**src/rtl/parking_zone_ctrl.sv**
```systemverilog
// ============================================================================
// Module      : parking_zone_ctrl
// Description : Multi-zone parking occupancy controller with runtime-loadable
//               per-zone capacities and an opening-hours FSM. All outputs are
//               registered. Optional macro PEAK_TRACK_EN adds per-zone peak
//               occupancy tracking on output peak_flat.
// Revision    : 1.0 - initial release
// ============================================================================
`default_nettype none

module parking_zone_ctrl #(
    parameter int NUM_ZONES  = 2,
    parameter int CNT_W      = 10,
    parameter int ZSEL_W     = 1,
    parameter int DEF_CAP    = 500,
    parameter int OPEN_HOUR  = 8,
    parameter int CLOSE_HOUR = 24
) (
    input  logic                       clk,
    input  logic                       reset_n,
    input  logic                       enable,
    input  logic [4:0]                 hour,
    input  logic                       car_entered,
    input  logic [ZSEL_W-1:0]          entry_zone,
    input  logic                       car_exited,
    input  logic [ZSEL_W-1:0]          exit_zone,
    input  logic                       cap_wr,
    input  logic [ZSEL_W-1:0]          cap_zone,
    input  logic [CNT_W-1:0]           cap_value,
    output logic [NUM_ZONES*CNT_W-1:0] parked_flat,
    output logic [NUM_ZONES*CNT_W-1:0] vacant_flat,
    output logic [NUM_ZONES-1:0]       is_vacant,
    output logic [1:0]                 state,
    output logic                       entry_reject,
    output logic                       no_car_error,
    output logic                       capacity_error
`ifdef PEAK_TRACK_EN
    ,
    output logic [NUM_ZONES*CNT_W-1:0] peak_flat
`endif
);

    localparam logic [5:0] C_OPEN_H  = 6'(OPEN_HOUR);
    localparam logic [5:0] C_CLOSE_H = 6'(CLOSE_HOUR);

    typedef enum logic [1:0] {
        ST_CLOSED  = 2'b00,
        ST_OPEN    = 2'b01,
        ST_CLOSING = 2'b10
    } state_e;

    state_e state_q, state_d;

    logic                 in_win;
    logic [NUM_ZONES-1:0] entry_ok;
    logic [NUM_ZONES-1:0] exit_err;
    logic [NUM_ZONES-1:0] cap_err;
    logic [NUM_ZONES-1:0] zone_empty;

    logic entry_reject_q, no_car_error_q, capacity_error_q;

    assign in_win = ({1'b0, hour} >= C_OPEN_H) && ({1'b0, hour} < C_CLOSE_H);

    // Draining takes precedence over reopening when CLOSING finds every zone empty.
    always_comb begin
        state_d = state_q;
        case (state_q)
            ST_CLOSED:  if (enable && in_win)    state_d = ST_OPEN;
            ST_OPEN:    if (!in_win || !enable)  state_d = ST_CLOSING;
            ST_CLOSING: begin
                if (&zone_empty)                 state_d = ST_CLOSED;
                else if (enable && in_win)       state_d = ST_OPEN;
            end
            default:                             state_d = ST_CLOSED;
        endcase
    end

    always_ff @(posedge clk or negedge reset_n) begin
        if (!reset_n) begin
            state_q          <= ST_CLOSED;
            entry_reject_q   <= 1'b0;
            no_car_error_q   <= 1'b0;
            capacity_error_q <= 1'b0;
        end else begin
            state_q          <= state_d;
            entry_reject_q   <= car_entered && !(|entry_ok);
            no_car_error_q   <= |exit_err;
            capacity_error_q <= |cap_err;
        end
    end

    assign state          = state_q;
    assign entry_reject   = entry_reject_q;
    assign no_car_error   = no_car_error_q;
    assign capacity_error = capacity_error_q;

    generate
        for (genvar z = 0; z < NUM_ZONES; z++) begin : g_zone
            logic [CNT_W-1:0] cnt_q, cnt_d;
            logic [CNT_W-1:0] cap_q, cap_d;
            logic [CNT_W-1:0] vac_q;
            logic             vac_nz_q;
            logic             ent, ext, ent_ok, ext_ok, cap_bad;

            // A same-zone exit frees the place the entry needs, so a full zone still swaps.
            always_comb begin
                ent     = car_entered && (entry_zone == ZSEL_W'(z));
                ext     = car_exited && (exit_zone == ZSEL_W'(z));
                ent_ok  = ent && (state_q == ST_OPEN) && ((cnt_q < cap_q) || ext);
                ext_ok  = ext && ((cnt_q != '0) || ent_ok);
                cnt_d   = cnt_q;
                if (ent_ok && !ext_ok)
                    cnt_d = cnt_q + CNT_W'(1);
                else if (ext_ok && !ent_ok)
                    cnt_d = cnt_q - CNT_W'(1);
                cap_d   = cap_q;
                cap_bad = 1'b0;
                if (cap_wr && (cap_zone == ZSEL_W'(z))) begin
                    if (cap_value >= cnt_d)
                        cap_d = cap_value;
                    else
                        cap_bad = 1'b1;
                end
            end

            always_ff @(posedge clk or negedge reset_n) begin
                if (!reset_n) begin
                    cnt_q    <= '0;
                    cap_q    <= CNT_W'(DEF_CAP);
                    vac_q    <= CNT_W'(DEF_CAP);
                    vac_nz_q <= 1'b1;
                end else begin
                    cnt_q    <= cnt_d;
                    cap_q    <= cap_d;
                    vac_q    <= cap_d - cnt_d;
                    vac_nz_q <= (cap_d != cnt_d);
                end
            end

            assign entry_ok[z]   = ent_ok;
            assign exit_err[z]   = ext && !ext_ok;
            assign cap_err[z]    = cap_bad;
            assign zone_empty[z] = (cnt_q == '0);

            assign parked_flat[z*CNT_W +: CNT_W] = cnt_q;
            assign vacant_flat[z*CNT_W +: CNT_W] = vac_q;
            assign is_vacant[z]                  = vac_nz_q;

`ifdef PEAK_TRACK_EN
            logic [CNT_W-1:0] peak_q, peak_d;

            always_comb begin
                peak_d = peak_q;
                if ((state_q == ST_CLOSED) && (state_d == ST_OPEN))
                    peak_d = cnt_d;
                else if (cnt_d > peak_q)
                    peak_d = cnt_d;
            end

            always_ff @(posedge clk or negedge reset_n) begin
                if (!reset_n)
                    peak_q <= '0;
                else
                    peak_q <= peak_d;
            end

            assign peak_flat[z*CNT_W +: CNT_W] = peak_q;
`endif
        end
    endgenerate

endmodule

`default_nettype wire
```
**config.mk**
```make
export PLATFORM = sky130hd
export DESIGN_NAME = parking_zone_ctrl
export DESIGN_NICKNAME = d
export VERILOG_FILES = /design/src/rtl/parking_zone_ctrl.sv
export SDC_FILE = /design/constraint.sdc
export NUM_CORES = 1
export LEC_CHECK = 0
export ABC_AREA = 1
export BUFFER_PORTS_ARGS = -buffer_cell sky130_fd_sc_hd__buf_2
export CAP_MARGIN = 0
export CORE_ASPECT_RATIO = 0.8
export CORE_MARGIN = 3
export CORE_UTILIZATION = 60
export CTS_CLUSTER_DIAMETER = 150
export DETAILED_ROUTE_END_ITERATION = 10
export PLACE_DENSITY = 0.89
export SLEW_MARGIN = 20
export SYNTH_ARGS = -nofsm -noshare
export SYNTH_HDL_FRONTEND = slang
export SYNTH_SLANG_ARGS = --single-unit
```
**constraint.sdc**
```tcl
create_clock -name clk -period 15.3 [get_ports clk]
set_clock_uncertainty 0.2 [all_clocks]
set_input_delay 0.765 -clock clk [delete_from_list [all_inputs] [get_ports clk]]
set_output_delay 0.765 -clock clk [all_outputs]
set_load 0.05 [all_outputs]
```
==> impl_metrics.py <==
metrics = {
    "layout": {
        "area_growth_pct": 11.6,
        "layout_common_cells": "nand2_1 (119), inv_1 (118), buf_2 (67)",
        "final_common_cell": "nand2_1",
        "layout-drive-gt1-share": 0.197,
        "antenna_cells": 0,
        "fin_nets": 772,
        "fin_util": 0.717,
        "fill_cells": 572,
    },
    "clocking": {
        "cts.repair.resized": 0,
        "cts.sinks": 67,
        "cts_buffers": 9,
        "cts_setup_buffers": 0,
        "h-tree-depth": 3,
        "hold_buffers": 0,
        "cts_tree": "done",
        "cts_max_path_buffers": 2,
        "clk_latency_ps": 350,
        "root_buffer": "clkbuf_8",
        "clk_pin_slew_ps": 80,
    },
    "setup_path": {
        "slowest_stage": "o21ai_0",
        "worstSetupPathType": "flip-flop to flip-flop",
        "crit_path_max_fanout": 20,
        "worstSetupStartpoint": "g_zone[0].cnt_q[1]",
        "setup.worst_path.end_class": "flip-flop",
        "r2r_cells": 38,
        "r2r_start": "g_zone[0].cnt_q[1]",
        "critPathLaunchType": "flip-flop",
        "cp.required_ps": 15350,
        "reg2reg_slack_ps": 7820,
        "arrival_ps": 7530,
        "timing.rr.end": "g_zone[0].vac_q[9]",
        "endpoint": "g_zone[0].vac_q[9]",
        "slowest_delay_ps": 730,
    },
    "sta": {
        "grt_setup_unrepaired": "false",
        "post-route-period-util": 0.489,
        "period_minus_slack_ps": 7480,
        "finalSetupTns_ps": 0,
        "tightest_slew_ps": 881,
        "setup_viol": 0,
        "slew_headroom": 0.413,
        "drv_slew": 0,
        "fmax_mhz": 134,
        "fin_ws_ps": 7820,
        "hold_violations": 0,
    },
    "global_route": {
        "grt_use_total": 0.279,
        "grt_pass1_wl_um": 20500,
        "grt_overflow": 0,
        "antenna_found_initial": 0,
        "grt_pass1_vias": 4425,
        "grt_max_degree": 68,
    },
    "synthesis": {
        "yosysWarnings": 0,
        "syn_nets": 703,
        "postSynthCellCount": 619,
        "synth_area_um2": 4950,
        "synth_area_per_cell_um2": 8.00,
        "ys_types": 44,
        "ys_ff_latch": 67,
        "synth-seq-area-share": 0.345,
        "synth.top_cell.area_share": 0.207,
        "yosysTopAreaCell": "dfrtp_1",
        "synthTopCellsByArea": "dfrtp_1 (21%), ha_1 (15%), dfstp_2 (14%)",
    },
    "outcome": {
        "status": "finished, final reports clean",
    },
    "place": {
        "pre_cts_slack_ps": 7970,
        "hpwl_um": 9620,
        "place.gp.congestion": 0.944,
        "portBuffers": 67,
    },
    "route": {
        "vias": 4428,
        "ant_nets": 0,
        "drt_pass1_iterations": 6,
        "routed_via_density": 5.56,
        "drc": 0,
        "wire_per_inst_um": 15.4,
        "dr.first_iter.drc_count": 296,
        "routed_wl_um": 12200,
    },
    "die": {
        "die_h_um": 87.3,
        "die_area_um2": 9390,
        "core_area_um2": 7710,
        "num_rows": 28,
        "top_level_ports": 71,
        "start_util": 0.643,
        "die_w_um": 108,
    },
    "min_path": {
        "hp-start": "g_zone[1].cap_q[3]",
        "holdPathStages": 2,
        "hold_path_class": "flip-flop to flip-flop",
    },
    "run": {
        "drv_cap": 0,
    },
}
## worst min path at each step
stage | end | slack (ps)
3_3_place_gp | g_zone[1].cap_q[3] | 290
6_report | g_zone[1].cap_q[3] | 330
5_1_grt | g_zone[1].cap_q[3] | 350
3_5_place_dp | g_zone[1].cap_q[3] | 300
4_1_cts | g_zone[1].cap_q[3] | 320
2_1_floorplan | capacity_error | 270
## cells by family after synthesis
family,synth area share
AOI/OAI and AO/OA,0.108
adders and majority gates,0.155
DFF,0.345
buffers and inverters,0.107
and+or+nand+nor,0.222
xor gates and xnor gates,0.0637
## per-layer routing
layer | up-vias | routed length, µm | GRT usage
met3 | 25 | 1100 | 0.0771
met5 | - | 0 | 0
met1 | 2078 | 5290 | 0.377
li1 | 2124 | - | -
met2 | 201 | 5620 | 0.437
met4 | 0 | 232 | 0.0894
## state kept, by name, indices dropped and copies added (netlist names)
register,count
capacity_error,1
entry_reject,1
g_zone.cap_q,20
g_zone.cnt_q,20
g_zone.vac_nz_q,2
g_zone.vac_q,20
no_car_error,1
state,2
## stage by stage
stage / hold slack (ps) / instance area (µm²) / cells
2_1_floorplan: 269 / 4950 / 619
3_3_place_gp: 292 / 5360 / 782
3_5_place_dp: 302 / 5360 / 782
4_1_cts: 321 / 5530 / 797
5_1_grt: 348 / 5530 / 797
6_report: 330 / 5530 / 797
## cell type report
| class | count | area [µm²] | share of cell area |
|---|---|---|---|
| Inverter | 123 | 462 | 0.0835 |
| Clock inverter | 3 | 15.0 | 0.00272 |
| Tap cell | 105 | 131 | 0.0238 |
| Timing Repair Buffer | 68 | 343 | 0.0620 |
| Multi-Input combinational cell | 419 | 2710 | 0.491 |
| Sequential cell | 67 | 1710 | 0.309 |
| Clock buffer | 12 | 155 | 0.0281 |
## worst max-delay path, delay by kind of cell, from the launching register on
kind | cells | cell delay, ps
and+or+nand+nor | 14 | 2010
adders and majority gates | 3 | 1020
AOI/OAI and AO/OA | 19 | 3590
buffers and inverters | 2 | 120
DFF | 1 | 440
## cells in the mapped netlist, drive strengths merged
master	instances
clkbuf	5
dfrtp	41
o21a	3
ha	58
nor4	4
a21boi	1
nor3	8
xnor2	3
xor2	33
o21ai	37
o211ai	2
nor2	40
clkinv	1
a21o	3
nand4	12
a21oi	29
buf	5
or2	2
a211oi	2
o22ai	4
o31ai	1
o21bai	4
nor3b	1
nand3b	3
nand3	34
fa	2
dfstp	26
a22o	2
inv	122
a31oi	1
a221oi	2
o41ai	1
nand2	127
Power is not shown: default switching activity piles up to over one toggle a cycle in this logic, so the estimate is an artifact.
